===== config.mk =====
export PLATFORM = sky130hd
export DESIGN_NAME = iir_mac_scheduler
export DESIGN_NICKNAME = d
export VERILOG_FILES = /design/src/rtl/iir_mac_scheduler.sv
export SDC_FILE = /design/constraint.sdc
export NUM_CORES = 1
export LEC_CHECK = 0
export ABC_AREA = 1
export CAP_MARGIN = 20
export CORE_UTILIZATION = 46
export CTS_CLUSTER_DIAMETER = 40
export DETAILED_ROUTE_END_ITERATION = 7
export PLACE_DENSITY_LB_ADDON = 0.05
export SYNTH_ARGS = -nofsm -noshare
export SYNTH_HDL_FRONTEND = slang
export SYNTH_SLANG_ARGS = --single-unit

===== constraint.sdc =====
create_clock -name clk -period 1.9 [get_ports clk]
set_clock_uncertainty 0.1 [all_clocks]
set_input_delay 0.38 -clock clk [delete_from_list [all_inputs] [get_ports clk]]
set_output_delay 0.38 -clock clk [all_outputs]
set_load 0.005 [all_outputs]

===== src/rtl/iir_mac_scheduler.sv =====
// iir_mac_scheduler: control sequencer for a time-multiplexed cascaded-biquad
// IIR datapath. It accepts one sample, then issues TAPS multiplies for each
// section, waits for the multiplier pipeline to drain, and writes the
// section's delay line. After the last section it hands the result to the
// AXIS master. The block drives only selects, enables and handshakes; it
// contains no arithmetic on sample data.
`timescale 1ns/1ps

module iir_mac_scheduler #(
  parameter int NUM_SOS = 4,  // cascaded second-order sections (1..8)
  parameter int TAPS    = 5,  // multiplies per section: b0, b1, b2, a1, a2
  parameter int MUL_LAT = 2,  // mul_en to product-at-accumulator latency (1..4)
  parameter int COEF_AW = 6   // 2**COEF_AW >= NUM_SOS*TAPS
) (
  input  logic               clk,
  input  logic               rst,
  // ADC sample input
  input  logic               s_axis_tvalid,
  output logic               s_axis_tready,
  output logic               sample_load,
  // multiplier / coefficient ROM / operand mux
  output logic               mul_en,
  output logic [COEF_AW-1:0] coef_addr,
  output logic [2:0]         op_sel,
  output logic [2:0]         sos_idx,
  // accumulator
  output logic               acc_clr,
  output logic               acc_en,
  // delay lines
  output logic               state_wr,
  output logic               state_clr,
  // filtered output
  output logic               m_axis_tvalid,
  input  logic               m_axis_tready,
  output logic               busy
);

  typedef enum logic [1:0] {
    IDLE  = 2'd0,
    ISSUE = 2'd1,
    WAIT  = 2'd2,
    WRITE = 2'd3
  } state_e;

  localparam logic [2:0] LAST_TAP  = 3'(TAPS - 1);
  localparam logic [2:0] LAST_SOS  = 3'(NUM_SOS - 1);
  localparam logic [2:0] LAST_WAIT = 3'(MUL_LAT - 1);

  state_e             state_q, state_d;
  logic [2:0]         tap_q, tap_d;      // current tap / operand within section
  logic [2:0]         sos_q, sos_d;      // current section
  logic [2:0]         wait_q, wait_d;    // cycles spent in WAIT
  logic               init_q, init_d;    // set by reset, cleared by first edge
  logic               clr_q, clr_d;      // one-cycle delay-line clear
  logic               tvalid_q, tvalid_d;
  logic [MUL_LAT-1:0] en_pipe_q, en_pipe_d;
  logic [MUL_LAT-1:0] first_pipe_q, first_pipe_d;
  logic               out_load;          // final-section write completes

  // Next-state logic, strobes and input handshake of the sequencer FSM.
  always_comb begin
    // NOTE: every signal written here gets a default first so that no path
    // through the case statement leaves it unassigned, which would infer a latch.
    state_d  = state_q;
    tap_d    = tap_q;
    sos_d    = sos_q;
    wait_d   = wait_q;
    mul_en   = 1'b0;
    state_wr = 1'b0;
    out_load = 1'b0;

    // The clear cycle and the cycle before it refuse samples so that no
    // sample is processed against stale delay lines.
    s_axis_tready = (state_q == IDLE) && !init_q && !clr_q;
    sample_load   = s_axis_tvalid && s_axis_tready;

    unique case (state_q)
      IDLE: begin
        if (sample_load) begin
          state_d = ISSUE;
          tap_d   = 3'd0;
          sos_d   = 3'd0;
        end
      end
      ISSUE: begin
        mul_en = 1'b1;
        if (tap_q == LAST_TAP) begin
          state_d = WAIT;
          wait_d  = 3'd0;
        end else begin
          tap_d = tap_q + 3'd1;
        end
      end
      WAIT: begin
        // The last product of the section reaches the accumulator in the
        // final WAIT cycle, so WRITE always sees a settled sum.
        if (wait_q == LAST_WAIT) begin
          state_d = WRITE;
        end else begin
          wait_d = wait_q + 3'd1;
        end
      end
      WRITE: begin
        if (sos_q != LAST_SOS) begin
          state_wr = 1'b1;
          sos_d    = sos_q + 3'd1;
          tap_d    = 3'd0;
          state_d  = ISSUE;
        end else if (!tvalid_q || m_axis_tready) begin
          // The output register is free (or being emptied this cycle), so
          // the final section may overwrite it. Otherwise hold everything.
          state_wr = 1'b1;
          out_load = 1'b1;
          sos_d    = 3'd0;
          tap_d    = 3'd0;
          state_d  = IDLE;
        end
      end
      default: state_d = IDLE;
    endcase
  end

  // Output-valid flag, post-reset clear sequencing and accumulate pipelines.
  always_comb begin
    if (out_load) begin
      tvalid_d = 1'b1;
    end else if (tvalid_q && m_axis_tready) begin
      tvalid_d = 1'b0;
    end else begin
      tvalid_d = tvalid_q;
    end

    init_d = 1'b0;
    clr_d  = init_q;

    en_pipe_d       = en_pipe_q;
    first_pipe_d    = first_pipe_q;
    en_pipe_d[0]    = mul_en;
    first_pipe_d[0] = mul_en && (tap_q == 3'd0);
    for (int i = 1; i < MUL_LAT; i++) begin
      en_pipe_d[i]    = en_pipe_q[i-1];
      first_pipe_d[i] = first_pipe_q[i-1];
    end
  end

  // State register; all control state is cleared asynchronously on rst.
  always_ff @(posedge clk or posedge rst) begin
    // NOTE: sequential state uses non-blocking assignments so every flop
    // samples the pre-edge values regardless of statement order.
    if (rst) begin
      // NOTE: the accumulate pipelines are reset along with the FSM so a
      // reset mid-run cannot leave a stray acc_en in flight.
      state_q      <= IDLE;
      tap_q        <= 3'd0;
      sos_q        <= 3'd0;
      wait_q       <= 3'd0;
      init_q       <= 1'b1;
      clr_q        <= 1'b0;
      tvalid_q     <= 1'b0;
      en_pipe_q    <= '0;
      first_pipe_q <= '0;
    end else begin
      state_q      <= state_d;
      tap_q        <= tap_d;
      sos_q        <= sos_d;
      wait_q       <= wait_d;
      init_q       <= init_d;
      clr_q        <= clr_d;
      tvalid_q     <= tvalid_d;
      en_pipe_q    <= en_pipe_d;
      first_pipe_q <= first_pipe_d;
    end
  end

  assign op_sel        = tap_q;
  assign sos_idx       = sos_q;
  assign coef_addr     = COEF_AW'(int'(sos_q) * TAPS + int'(tap_q));
  assign acc_en        = en_pipe_q[MUL_LAT-1];
  assign acc_clr       = first_pipe_q[MUL_LAT-1];
  assign state_clr     = clr_q;
  assign m_axis_tvalid = tvalid_q;
  assign busy          = (state_q != IDLE);

endmodule


==> impl_metrics.ini <==
[outcome]
status = complete, but fails checks
violations = negative setup slack

[detailed_routing]
drtIter0Drc = 6
first_pass_iters = 4
drc_errors = 0
final_antenna_net_count = 0
routedWlPerCell_um = 12.91
vias_per_cell = 4.943
vias = 1127
routed_wl_um = 2944

[grt]
track_usage = 0.2270
grt_first_pass_wirelength_um = 4629
grt_pass1_vias = 1105
grt.overflow.total = 0
antenna_found_initial = 0
grt_max_degree = 19

[place]
dp.cells = 216
hpwl_um = 2017
place.gp.congestion = 0.8195
place_worst_setup_slack_ns = -0.6354
port_buffers = 24

[finish]
final_common_cell = nand2_1
n_antenna_cell = 0
fin_cells = 228
final_cell_mix = nand2_1, buf_4, dfrtp_1, inv_1, clkdlybuf4s50_1
nets = 223
num-fill-cells = 156
drive_gt1_frac = 0.4091
syn2layout_area_growth_pct = 56.05
postLayoutCoreUtil = 0.7678

[power_and_ir_drop]
power.leakage_uw = 0.0009749
p_comb_frac = 0.674
p_clk_frac = 0.094
power.density_nw_per_um2 = 1307
pwr-share-seq = 0.232
fin_total_pwr_uw = 2509
p_int_uw = 1514
peakVddDrop_v = 0.0008955
sw_frac_of_total = 0.3967
p_sw_uw = 995.1

[setup_path]
r2r_end = sos_idx[0]$_DFFE_PP0P_
cp-end-kind = output pin
slowest_delay_ns = 0.56
path_class = reg2out
cp_top_family = adder cells
r2r_cells = 11
cp_slowest_cell = fa_2
cp_max_fo = 2
crit_chain = buf_6, ha_4, ha_4, inv_2, fa_2, inv_2, buf_6
start_kind = flop
ff2ff_setup_slack_ns = 0.12
required_ns = 1.42
crit_arrival_ns = 1.96
critical_path_buf_inv_count = 4
regToRegStartpoint = sos_idx[1]$_DFFE_PP0P_

[timing]
fin_ws_ns = -0.5402
rsz0062_at_grt = yes
max_freq_mhz = 409.8
fin_crit_ns = 2.440
fin_crit_sh = 1.284
report.final.hold_viol_count = 0
finalMaxSlewViolations = 0
finalSetupViolCount = 5

[floorplan]
die_area_sq_um = 2885
core_sq_um = 2500
die_h_um = 53.71
io_pins = 25
start_util = 0.4920
rows = 18
die_x_um = 53.71

[worst_hold_path]
min-delay-start = first_pipe_q[0]$_DFF_PP0_
hp-class = reg2reg
min_path_cells = 0
hold_end = first_pipe_q[1]$_DFF_PP0_

[clocking]
clockBufferDepth = 2
cts_buffers = 3
cts_sinks = 18
clockRootBuffer = clkbuf_4
tritoncts = yes
h-tree-depth = 1
clk_latency_ns = 0.29
cts.clk_slew.worst_paths_ns = 0.11
holdBufCountCts = 0

[logic_synthesis]
syn_nets = 165
ys_seq_elements = 18
mappedNetlistArea_sq_um = 1230
yosys-top-cells-area = dfrtp_1, ha_1, nand2_1, inv_1, nand4_1
ys_seq_area_frac = 0.3672
ys_types = 27
syn_avg_cell_area_sq_um = 8.723
synth_top_area_frac = 0.3459
yosys_warnings = 0
syn_inst = 141
yosysTopAreaCell = dfrtp_1

[run]
drv_cap = 0
state kept, by name, indices dropped and copies added (netlist names):
signal,cells
clr_d,1
first_pipe_q,2
en_pipe_q,2
op_sel,3
state_q,2
sos_idx,3
m_axis_tvalid,1
wait_q,3
state_clr,1
synth_stat cells (all sizes together):
cell    n
xnor2   1
mux2i   1
nand3   8
buf     2
nor2    8
o21ai   3
xor2    2
a21oi   5
fa      1
ha     19
inv    26
dfrtp  17
nor3    2
nand4   9
o22ai   2
nand2  33
conb    1
dfstp   1
cell families after synthesis:
logic type | after synthesis | synth area share
flops | 18 | 0.3672
buf+inv | 28 | 0.09462
mux | 1 | 0.008139
other cells | 1 | 0.003049
fa+ha+maj | 20 | 0.2096
xor+xnor | 3 | 0.02137
compound gates | 10 | 0.05188
simple gates | 60 | 0.2442
worst max-delay path by stage:
stage                            from            to  slack [ns]  cells after the start
2_1_floorplan  sos_idx[2]$_DFFE_PP0P_  coef_addr[2]       -0.20                      5
3_3_place_gp   sos_idx[2]$_DFFE_PP0P_  coef_addr[4]       -0.60                      7
3_5_place_dp   sos_idx[2]$_DFFE_PP0P_  coef_addr[4]       -0.64                      7
4_1_cts        sos_idx[0]$_DFFE_PP0P_  coef_addr[2]       -0.59                      6
5_1_grt        sos_idx[2]$_DFFE_PP0P_  coef_addr[2]       -0.61                      6
6_report       sos_idx[1]$_DFFE_PP0P_  coef_addr[2]       -0.54                      7
per-layer routing:
layer | global-route usage | vias up | wire length (um)
met3 | 0.03390 | 2 | 96
li1 | - | 570 | -
met2 | 0.4342 | 24 | 1651
met1 | 0.2539 | 531 | 1183
met4 | 0.06579 | 0 | 12
met5 | 0 | - | 0
cell type report:
| cell class | count | area (sq um) | area share |
|---|---|---|---|
| multi-input cells | 95 | 813.3 | 0.4237 |
| repair buffers | 55 | 480.5 | 0.2503 |
| flip-flops and latches | 18 | 451.7 | 0.2353 |
| inverters | 26 | 100.1 | 0.05215 |
| well taps | 30 | 37.54 | 0.01956 |
| clock buffers | 4 | 36.28 | 0.01890 |
power by group through the flow:
stage               clock [uW]  sequential (uW)  combinational [uW]
global placement             0              578                1390
finish                     236              582                1690
global route               260              596                1870
CTS                        247              579                1620
detailed placement           0              581                1450
floorplan                    0              605                 741
per-stage QoR:
step                      TNS, ns  cell area (sq um)  hold WS (ns)
after floorplan           -0.6943               1245        0.2178
after global placement     -2.576               1689        0.2325
after detailed placement   -2.828               1689        0.2364
after CTS                  -2.096               1856        0.2630
after global routing       -2.518               1919        0.2779
final                      -2.129               1919        0.2584
repair_timing:
item,4_1_cts,5_1_grt
buffers inserted,7,3
endpoints found under the setup margin,11,12
gates resized for setup,58,14
pin swaps,9,10
Note: power is estimated with default switching activity, not from simulation.
